==> config.mk <==
export PLATFORM = sky130hd
export DESIGN_NAME = elastic_pipe_reg
export DESIGN_NICKNAME = d
export VERILOG_FILES = /design/src/rtl/elastic_pipe_reg.sv
export SDC_FILE = /design/constraint.sdc
export NUM_CORES = 1
export LEC_CHECK = 0
export BUFFER_PORTS_ARGS = -buffer_cell sky130_fd_sc_hd__buf_4
export CORE_MARGIN = 8
export CORE_UTILIZATION = 53
export CTS_CLUSTER_SIZE = 20
export DETAILED_ROUTE_END_ITERATION = 8
export GPL_ROUTABILITY_DRIVEN = 1
export PLACE_DENSITY_LB_ADDON = 0.12
export RECOVER_POWER = 100
export SYNTH_ARGS = -nofsm -noshare
export SYNTH_HDL_FRONTEND = slang
export SYNTH_SLANG_ARGS = --single-unit
export TNS_END_PERCENT = 30
==> constraint.sdc <==
create_clock -name clk -period 3 [get_ports clk]
set_input_delay 0.15 -clock clk [delete_from_list [all_inputs] [get_ports clk]]
set_output_delay 0.15 -clock clk [all_outputs]
set_load 0.03 [all_outputs]
==> src/rtl/elastic_pipe_reg.sv <==
// ---------------------------------------------------------------------------
// elastic_pipe_reg
//
// Multi-stage pipeline register with a valid bit per stage and a valid/ready
// handshake on both sides. It replaces a fixed enable-register chain between
// processor pipeline stages. While the consumer stalls, entries keep sliding
// forward into empty stages, so bubbles are squeezed out and up to DEPTH
// entries are held without loss. A synchronous flush drops every in-flight
// entry in one edge.
//
// Parameters
//   WIDTH      payload bits per stage (>= 1)
//   DEPTH      number of register stages (>= 1)
//   RESET_VAL  payload value loaded into every stage while reset is asserted
//
// Ports
//   clk        rising-edge clock
//   reset      asynchronous, active-low reset (0 = reset asserted)
//   flush      synchronous squash of all stages
//   in_valid   upstream presents in_data
//   in_ready   block accepts in_data this cycle
//   in_data    upstream payload
//   out_valid  last stage holds a valid entry
//   out_ready  downstream accepts out_data this cycle
//   out_data   payload of the last stage
//   count      number of valid stages
// ---------------------------------------------------------------------------
module elastic_pipe_reg #(
    parameter int                 WIDTH     = 64,
    parameter int                 DEPTH     = 2,
    parameter logic [WIDTH-1:0]   RESET_VAL = '0
) (
    input  logic                       clk,
    input  logic                       reset,
    input  logic                       flush,
    input  logic                       in_valid,
    output logic                       in_ready,
    input  logic [WIDTH-1:0]           in_data,
    output logic                       out_valid,
    input  logic                       out_ready,
    output logic [WIDTH-1:0]           out_data,
    output logic [$clog2(DEPTH+1)-1:0] count
);

    localparam int CW = $clog2(DEPTH + 1);

    logic [DEPTH-1:0] stageValid_q;
    logic [DEPTH-1:0] stageValid_d;
    logic [WIDTH-1:0] stageData_q [DEPTH];
    logic [WIDTH-1:0] stageData_d [DEPTH];
    logic [DEPTH-1:0] stageRdy;
    logic [CW-1:0]    count_q;
    logic [CW-1:0]    count_d;

    // A stage may load on the next edge if it is empty or if the stage ahead
    // of it is going to move. The chain starts at the output, where the
    // consumer's out_ready plays the role of "the stage ahead moves".
    always_comb begin
        logic chain;
        stageRdy = '0;
        chain    = out_ready | ~stageValid_q[DEPTH-1];
        stageRdy[DEPTH-1] = chain;
        for (int i = DEPTH - 2; i >= 0; i--) begin
            chain       = ~stageValid_q[i] | chain;
            stageRdy[i] = chain;
        end
    end

    // Next-state for every stage. Flush only clears the valid bits; stale
    // payloads stay in place since nothing reads them without a valid bit.
    // A stage that is not ready keeps both its valid bit and its payload.
    // Payload registers only load when the incoming entry is valid, so an
    // empty stage keeps its old value and out_data stays stable when empty.
    always_comb begin
        stageValid_d = stageValid_q;
        stageData_d  = stageData_q;
        if (flush) begin
            stageValid_d = '0;
        end else begin
            if (stageRdy[0]) begin
                stageValid_d[0] = in_valid;
                if (in_valid) begin
                    stageData_d[0] = in_data;
                end
            end
            for (int i = 1; i < DEPTH; i++) begin
                if (stageRdy[i]) begin
                    stageValid_d[i] = stageValid_q[i-1];
                    if (stageValid_q[i-1]) begin
                        stageData_d[i] = stageData_q[i-1];
                    end
                end
            end
        end
    end

    // Occupancy is the population count of the next valid vector, so the
    // registered count always agrees with the registered valid bits.
    always_comb begin
        count_d = '0;
        for (int i = 0; i < DEPTH; i++) begin
            count_d = count_d + CW'(stageValid_d[i]);
        end
    end

    always_ff @(posedge clk or negedge reset) begin
        if (!reset) begin
            stageValid_q <= '0;
            count_q      <= '0;
            for (int i = 0; i < DEPTH; i++) begin
                stageData_q[i] <= RESET_VAL;
            end
        end else begin
            stageValid_q <= stageValid_d;
            stageData_q  <= stageData_d;
            count_q      <= count_d;
        end
    end

    // in_ready is forced low while reset is held and during a flush cycle,
    // so nothing is reported as accepted in either case.
    assign in_ready  = stageRdy[0] & ~flush & reset;
    assign out_valid = stageValid_q[DEPTH-1];
    assign out_data  = stageData_q[DEPTH-1];
    assign count     = count_q;

endmodule
==> metrics.txt, run 1 <==
combinational share of power a little under a quarter; DR vias about 3k; hold_buf cts 68; clock skew 0.00742 ns; busiest layer in global routing met2; area grow syn2layout 23.9%; Syn Inst Count 348; CP Capture Type flop; Die Width 120 um; CTS tree built; leakage 3.15 nW; status finished with violations; period utilisation layout a little under three quarters; Post-Route WL 11.3 mm; final setup TNS 0 ns; Yosys top cell by area dfrtp_1; Sw Share 31.5%; Netlist Area Pre-Place 5740 um^2; failing checks max-capacitance violations, max-slew violations; Max VDD drop approximately 0.0005 V; Detailed Place HPWL ~7.3 mm; sequential-to-total area share from yosys stat 57.6%; first-pass GRT wire length 18.7 mm; post-CTS resize count 0; ranking of synthesized cells by area dfrtp_1, mux2_4, mux2_2; initial antenna violation count 0; Psw around 1.9 mW; most frequent cells in the layout dfrtp_1, clkbuf_1, mux2_2, dlygate4sd3_1, buf_4; routability cong. about 0.71; Clock Latency Late Sink ~0.51 ns; io pins 137; Seq pwr share a little over 40%; Total Routing Usage GR 16.7%; Vias per Instance 4.70; clock share of power 36.5%; max cap viols 1; Worst path max stage delay 0.79 ns; share of post-route cells with drive strength above 1 34.7%; endpoints failing setup 0; Die Ht 120 um; GR Layer Usage met1 20.9%; Netlist cell types 13; row cnt 38; Hold Vio Cnt, Final 0; internal power 4.06 mW; Power Density 832 nW/um^2; met2 usage ~26%; FMAX 0.464 GHz; register clock-pin slew on the reported worst setup and hold paths around 0.060 ns; largest net degree at the start of global routing 76; DRT antenna net count 0; n_diodes 0; flops & latches, synth 132; CTS max path bufs 2; Synth top area share 57.6%; Initial Util a little over half; CTS Buf Count 17; Critical Path Start Type flop; DR pass1 iterations 4; CTS Sinks 132; number of fill cells roughly 860; remaining global-route overflow 0; port buffer count between 100 and 150; pre-CTS setup slack 0.883 ns; Final WS setup 0.847 ns; worst hold slack 0.137 ns; syn avg cell area around 16 um^2; worst hold path class in -> reg; DR iter-0 viols 139; Slowest-stage cell, CP clkbuf_4; critical path cell sequence and3b_1 -> nor3b_4 -> clkbuf_4 -> mux2_2; CP Buf/Inv Count 1; CP top delay family buffers and inverters; CTS HTree Levels 4; Setup CP Type reg -> reg; met3 Usage GRT under 10%; final critical-path required period 2.15 ns; nets 568; most common cell after layout, fill and taps aside dfrtp_1; RSZ-0062 raised after global routing no; vias in the first global route 3544; data required time of the worst path 3.39 ns; drc violations 0; utilization after layout about 66%; DR WL/cell 17.4 um; Slew Limit Fails 76; clk root buf clkbuf_8; die area 14400 um^2; Synth warnings 0; CP Max Fanout 64; relative slew slack -18.1%; CP arrival about 2.6 ns; Worst-Margin Slew 1.77 ns; Post-CTS Setup Inserts 0; Core Region 10700 um^2; post-synth net total 418
==> cell usage after synthesis <==
cell type	n
and3b_2	1
buf_12	6
buf_4	65
buf_6	7
dfrtp_1	132
ha_1	1
mux2_2	68
mux2_4	60
nor2_1	4
nor2b_4	1
nor3b_1	1
nor3b_2	1
or3b_1	1
==> through the flow <==
stage	power, mW	std cells	cell area [um^2]
final	5.92	650	7110
after detailed placement	4.17	551	6320
after CTS	6.42	650	7620
after global routing	6.18	650	7110
after floorplan	3.87	348	5740
after global placement	4.13	551	6320
==> path summary, 6_finish.rpt <==
kind	startpoint	endpoint	slack, ns	depth (start not counted)
max	stageValid_q[0]	stageData_q[96]	0.85	4
min	out_ready	count[1]	0.14	5
max reg2reg	stageValid_q[0]	stageData_q[96]	0.85	4
min reg2reg	stageData_q[94]	out_data[30]	0.47	1
max in group asynchronous	reset	stageData_q[80]	0.95	3
min in group asynchronous	reset	out_data[12]	0.86	3
==> sequential cells by signal (all words and copies together), names as in the netlist <==
name,flops
stageData_q,64
count,2
out_data,64
stageValid_q,2
==> kinds of logic (layout without fill, tap and decap cells) <==
| logic type | after synthesis | after routing | share of synthesized area, % |
|---|---|---|---|
| adders and majority gates | 1 | 1 | 0.218 |
| buffers and inverters | 78 | 240 | 12.0 |
| DFF | 132 | 132 | 57.6 |
| muxes | 128 | 128 | 29.1 |
| and+or+nand+nor | 9 | 9 | 1.18 |
==> worst register-to-register path, delay by kind of cell (launching register included) <==
| family | cells | cell delay (ns) |
|---|---|---|
| simple gates | 2 | 0.41 |
| buf+inv | 1 | 0.79 |
| mux | 1 | 0.46 |
| flops | 1 | 0.39 |
==> routing by layer <==
metal | vias up | share of wire [%]
li1 | 1435 | -
met1 | 1520 | 45
met2 | 86 | 47
met3 | 12 | 6.6
met4 | 0 | 1.3
met5 | - | 0
==> layout make-up <==
cell class | instances | area, um^2 | area share [%]
Clock buffer | 19 | 442 | 6.21
Clock inverter | 12 | 179 | 2.52
Multi-Input combinational cell | 138 | 1540 | 21.6
Sequential cell | 132 | 3300 | 46.5
Tap cell | 140 | 175 | 2.46
Timing Repair Buffer | 209 | 1470 | 20.7
==> power by group through the flow <==
stage / Sequential (mW) / Combinational (mW) / Clock, mW
after floorplan: 2.36 / 1.51 / 0
after global placement: 2.44 / 1.69 / 0
after detailed placement: 2.45 / 1.72 / 0
after CTS: 2.43 / 1.79 / 2.19
after global routing: 2.45 / 1.45 / 2.28
final: 2.40 / 1.36 / 2.16
Note: power is estimated with default switching activity, not from simulation.
==> run 2, diff against run 1 <==
--- a/config.mk
+++ b/config.mk
@@ -5,9 +5,10 @@
 export SDC_FILE = /design/constraint.sdc
 export NUM_CORES = 1
 export LEC_CHECK = 0
+export ABC_AREA = 1
 export BUFFER_PORTS_ARGS = -buffer_cell sky130_fd_sc_hd__buf_4
 export CORE_MARGIN = 8
-export CORE_UTILIZATION = 53
+export CORE_UTILIZATION = 48
 export CTS_CLUSTER_SIZE = 20
 export DETAILED_ROUTE_END_ITERATION = 8
 export GPL_ROUTABILITY_DRIVEN = 1
==> constraint.sdc (replaced) <==
create_clock -name clk -period 1.8 [get_ports clk]
set_input_delay 0.09 -clock clk [delete_from_list [all_inputs] [get_ports clk]]
set_output_delay 0.09 -clock clk [all_outputs]
set_load 0.03 [all_outputs]
==> metrics.txt, run 2 <==
worst reg2reg path depth 5 (+1); Worst Hold Launch in_valid; status complete, no violations; Setup CP Type in -> reg; Synth top area share 57.7% (+0.14 points); drc violations 0 (unchanged); Detailed Place HPWL 8.61 mm (+18%); Synth warnings 0 (unchanged); DR pass1 iterations 4 (unchanged); synth cell count leaders nand2_1, dfrtp_1, nand3_1; vias in the first global route 4702 (+33%); DR WL/cell 15.1 um (-13%); io pins 137 (unchanged); n_diodes 0 (unchanged); remaining global-route overflow 0 (unchanged); clk root buf clkbuf_16; final critical-path required period between 1.5 and 2 ns; number of fill cells 1067 (+25%); largest family of logic cells by synthesized area simple AND/OR/NAND/NOR gates; post-synth net total 704 (+68%); total power 8.62 mW (+46%); most common cell after layout, fill and taps aside nand2_1; DRT antenna net count 0 (unchanged); Core Region 11800 um^2 (+10%); Worst-Margin Slew 1.07 ns (-0.703 ns); Placement Cell Area 6320 um^2 (+0.12%); compound-cell area share of the yosys netlist 0.175% (+0.17 points); endpoints failing setup 0 (unchanged); flops & latches, synth 132 (unchanged); Post-Route WL 13.9 mm (+23%); CP Max Fanout 64 (unchanged); area of the multi-input gates 1670 um^2 (+8.4%); syn avg cell area 9.03 um^2 (-45%); Psw 2.65 mW (+43%); fraction of synthesized cell area in xor and xnor cells 0% (unchanged); CP Capture Type flop; period utilisation layout between 80 and 90%; Hold EP stageValid_q[0]; port buffer count 136 (unchanged); largest net degree at the start of global routing 120 (+58%); fin area 7250 um^2 (+1.9%); worst hold stages 3 (-2); Main synth FF type dfrtp_1; CTS HTree Levels 4 (unchanged); most numerous cell in the Yosys netlist nand2_1; Initial Util 48.5% (-5.2 points); Power Density 1190 nW/um^2 (+43%); Slew Limit Fails 0 (-100%); Netlist Area Pre-Place 5720 um^2 (-0.24%); combinational share of power 20.4% (-2.5 points); Seq pwr share 43.5% (+2.9 points); utilization after layout 61.3% (-5.1 points); final setup TNS 0 ns (unchanged); first-pass GRT wire length 23.6 mm (+26%); relative slew slack 28.8% (+47 points); Die Width 125 um (+4.3%); Yosys top cell by area dfrtp_1; initial antenna violation count 0 (unchanged); RSZ-0062 raised after global routing no; r2r endpoint stageData_q[88]; CTS max path bufs 2 (unchanged); max cap viols 0 (-1); EDFF count, synth 0 (unchanged); Die Ht 125 um (+4.3%); share of post-route cells with drive strength above 1 14.2% (-21 points); mux cell area share after synthesis 0% (-29 points); routability cong. 0.765 (+7.8%); Synth Area in Adders 0.219% (+0.00052 points); area grow syn2layout 26.6%; Netlist cell types 13 (unchanged); CTS tree built; row cnt 40 (+5.3%); most frequent cells in the layout nand2_1, dfrtp_1, nand3_1; Synth Area in Simple Gates 28.7% (+28 points); Critical Path Start Type primary input; flop2flop setup slack 0.31 ns (-0.54 ns); CP arrival 1.88 ns (-0.67 ns); DR iter-0 viols 308 (+120%); worst hold path class in -> reg; data required time of the worst path 2.15 ns (-1.24 ns); leakage 3.82 nW (+21%); clock skew 0.00739 ns (-0.0000298 ns); Total Routing Usage GR 18.6% (+1.9 points); nets 833 (+47%); ranking of synthesized cells by area dfrtp_1, nand2_1, nand3_1; internal power 5.96 mW (+47%); clock share of power 36.1% (-0.4 points); ys async rst share 100% (unchanged); Hold Vio Cnt, Final 0 (unchanged); Max VDD drop 0.000506 V (-0.73%); Vias per Instance 4.87 (+3.8%); Syn Inst Count 634 (+82%); FMAX 0.655 GHz; CTS Sinks 132 (unchanged); sequential-to-total area share from yosys stat 57.7% (+0.14 points); Sw Share 30.8% (-0.65 points); Clock Latency Late Sink 0.41 ns (-0.10 ns); DR vias 4494 (+47%); worst reg2reg path startpoint stageValid_q[1]; CTS Buf Count 17 (unchanged); register clock-pin slew on the reported worst setup and hold paths 0.05 ns (about the same); die area 15700 um^2 (+8.8%); register area 3300 um^2 (unchanged)
run 2: power by group through the flow:
stage / sequential, mW / clock [mW] / combinational (mW)
global placement: 3.79 / 0 / 1.90
finish: 3.75 / 3.11 / 1.76
global route: 3.81 / 3.30 / 1.93
floorplan: 3.72 / 0 / 1.58
detailed placement: 3.80 / 0 / 1.93
CTS: 3.75 / 3.17 / 2.05
run 2: kinds of logic (layout without fill, tap and decap cells):
group | count (synthesis) | in the layout
buffers and inverters | 108 | 249
AND/OR/NAND/NOR | 391 | 391
adder cells (fa/ha/maj) | 1 | 1
flip-flops | 132 | 132
AO/OA/AOI/OAI | 2 | 2
run 2: cell type report:
cell class / instances / area share [%]
Inverter: 4 / 0.207
Clock inverter: 4 / 0.276
Multi-Input combinational cell: 394 / 23.0
Clock buffer: 27 / 7.22
Tap cell: 147 / 2.54
Sequential cell: 132 / 45.6
Timing Repair Buffer: 214 / 21.2
run 2: routing by layer:
layer	GRT usage (%)	wire, um
met4	6.81	138
met2	29.9	6680
met1	23.2	6290
met5	0	0
met3	5.78	798
run 2: timing repair:
action,CTS,global route
hold buffers,66,0
resized for setup,0,0
buffers inserted,0,0
endpoints found under the hold margin,198,0
run 2: worst max-delay path by stage:
stage                          from  cells past startpoint  slack (ns)                to
global route                  flush                      6        0.14   stageData_q[69]
global placement              flush                      5        0.55  stageData_q[119]
floorplan           stageValid_q[1]                      5        0.30          count[0]
CTS                           flush                      6        0.37   stageData_q[88]
finish                        flush                      6        0.27  stageData_q[116]
detailed placement  stageValid_q[1]                      5        0.51   stageData_q[81]
run 2: critical path, stage by stage:
cell,delay (ns)
dlygate4sd3_1,0.54
buf_4,0.16
nor2_1,0.15
clkbuf_4,0.62
nand3_1,0.16
nand2_1,0.11
run 2: stage by stage:
stage | worst slack [ns] | hold slack [ns] | instances
5_1_grt | 0.141 | 0.0198 | 922
3_3_place_gp | 0.547 | -0.0733 | 825
3_5_place_dp | 0.514 | -0.0714 | 825
2_1_floorplan | 0.299 | -0.206 | 634
6_report | 0.273 | 0.0177 | 922
4_1_cts | 0.368 | 0.0561 | 922
==> run 3, diff against run 2 <==
==> constraint.sdc (replaced) <==
create_clock -name clk -period 1.4 [get_ports clk]
set_input_delay 0.07 -clock clk [delete_from_list [all_inputs] [get_ports clk]]
set_output_delay 0.07 -clock clk [all_outputs]
set_load 0.03 [all_outputs]
==> metrics.txt, run 3 (synthesis results as in run 2) <==
number of fill cells 1070 (+0.28%); max cap viols 0 (unchanged); CTS HTree Levels 4 (unchanged); DRT antenna net count 0 (unchanged); Detailed Place HPWL 8.94 mm (+3.7%); DR iter-0 viols 462 (+50%); worst reg2reg path depth 6 (+1); worst hold slack 0.0298 ns (+0.0122 ns); die area 15700 um^2 (unchanged); leakage 3.91 nW (+2.6%); clock skew 0.00937 ns (+0.00198 ns); worst reg2reg path startpoint stageValid_q[1]; worst setup path end in_ready; flop2flop setup slack 0.13 ns (-0.18 ns); Seq pwr share 39.6% (-3.9 points); CTS Sinks 132 (unchanged); CTS max path bufs 2 (unchanged); Power Density 1620 nW/um^2 (+37%); port buffer count 136 (unchanged); Die Width 125 um (unchanged); DR WL/cell 15.7 um (+3.8%); largest net degree at the start of global routing 102 (-15%); total power 12.2 mW (+41%); Vias per Instance 4.89 (+0.42%); utilization after layout 63.5% (+2.1 points); worst hold path class in -> async; DR vias 4557 (+1.4%); remaining global-route overflow 0 (unchanged); period utilisation layout 95.2%; endpoints failing setup 0 (unchanged); CTS tree built; internal power 8.52 mW (+43%); share of post-route cells with drive strength above 1 16.1% (+1.9 points); Clock Latency Late Sink 0.41 ns (about the same); routability cong. 0.773 (+1.0%); drc violations 0 (unchanged); DR pass1 iterations 4 (unchanged); Post-Route WL 14.6 mm (+4.8%); DP Cell Count 831 (+0.73%); status complete, no violations; Initial Util 48.5% (unchanged); RSZ-0062 raised after global routing no; FMAX 0.750 GHz; row cnt 40 (unchanged); data required time of the worst path 1.33 ns (-0.82 ns); CP arrival 1.26 ns (-0.62 ns); io pins 137 (unchanged); CTS Buf Count 17 (unchanged); Die Ht 125 um (unchanged); first-pass GRT wire length 24.2 mm (+2.3%); Hold Vio Cnt, Final 0 (unchanged); Core Region 11800 um^2 (unchanged); combinational share of power 18.8% (-1.6 points); nets 840 (+0.84%); Sw Share 30.0% (-0.78 points); fin cells 931 (+0.98%); Psw 3.66 mW (+38%); most frequent cells in the layout nand2_1, dfrtp_1, nand3_1; relative slew slack 39.7% (+11 points); final setup TNS 0 ns (unchanged); register clock-pin slew on the reported worst setup and hold paths 0.06 ns (about the same); most common cell after layout, fill and taps aside nand2_1; CP startpoint stageValid_q[1]; Critical Path Start Type flop; Slew Limit Fails 0 (unchanged); clock share of power 41.6% (+5.5 points); Worst-Margin Slew 0.905 ns (-0.164 ns); CP Max Fanout 3 (-95%); CP Capture Type primary output; Max VDD drop 0.000773 V (+53%); Setup CP Type reg -> out; Total Routing Usage GR 19.1% (+0.48 points); final critical-path required period 1.33 ns; initial antenna violation count 1 (+1); r2r endpoint stageData_q[66]; vias in the first global route 4773 (+1.5%); clk root buf clkbuf_16; area grow syn2layout 31.0%
-- run 3: cell types whose count changed in the layout (fill, tap and decap cells not counted), sizes merged --
| cell | before | now |
|---|---|---|
| clkbuf | 97 | 88 |
| buf | 78 | 84 |
| bufinv | 0 | 6 |
| inv | 4 | 7 |
| clkinvlp | 0 | 2 |
| diode | 0 | 1 |
-- run 3: power groups by stage --
| stage | sequential (mW) | combinational (mW) | clock (mW) |
|---|---|---|---|
| after floorplan | 4.78 | 2.03 | 0 |
| after global placement | 4.87 | 2.47 | 0 |
| after detailed placement | 4.89 | 2.51 | 0 |
| after CTS | 4.83 | 2.66 | 5.14 |
| after global routing | 4.90 | 2.53 | 5.28 |
| final | 4.82 | 2.29 | 5.06 |
-- run 3: critical path, cell delays in order, from the launching register on --
cell and delay (ns):
dfrtp_2 0.43, nand3_4 0.09, nand3b_1 0.09, inv_1 0.09, buf_4 0.16
-- run 3: metal layers --
layer / vias up / wire length [um] / GRT usage [%]
met5: - / 0 / 0
met4: 0 / 215 / 7.38
met3: 18 / 871 / 5.01
met2: 131 / 7110 / 32.0
met1: 2172 / 6380 / 23.2
li1: 2236 / - / -
-- run 3: worst min-delay path by stage --
stage | start | to | slack (ns) | cells after the start
finish | reset | out_data[50] | 0.03 | 2
global route | reset | out_data[50] | 0.04 | 2
CTS | reset | out_data[50] | 0.02 | 2
detailed placement | reset | out_data[50] | -0.10 | 1
global placement | reset | out_data[50] | -0.10 | 1
floorplan | reset | count[0] | -0.23 | 0
-- run 3: cell type report --
cell class / count / area [um^2] / area share [%]
multi-input combinational: 394 / 1690 / 22.5
clock buffer: 17 / 425 / 5.68
antenna: 1 / 2.50 / 0.0334
sequential: 132 / 3300 / 44.1
inverter: 4 / 15.0 / 0.200
timing repair buffer: 221 / 1620 / 21.7
tap: 147 / 184 / 2.45
clock inverter: 15 / 253 / 3.37
-- run 3: through the flow --
stage	setup slack (ns)	cell area [um^2]
floorplan	0.00475	5730
global placement	0.274	6410
detailed placement	0.213	6410
CTS	0.0120	7750
global route	0.00745	7490
finish	0.0672	7490
-- run 3: timing repair --
item | in CTS | in global routing
hold buffers | 66 | 0
resized for setup | 1 | 0
setup buffers | 0 | 1
endpoints found under the setup margin | 1 | 1
gates cloned | 0 | 0
endpoints found under the hold margin | 198 | 0
pin swaps | 1 | 1
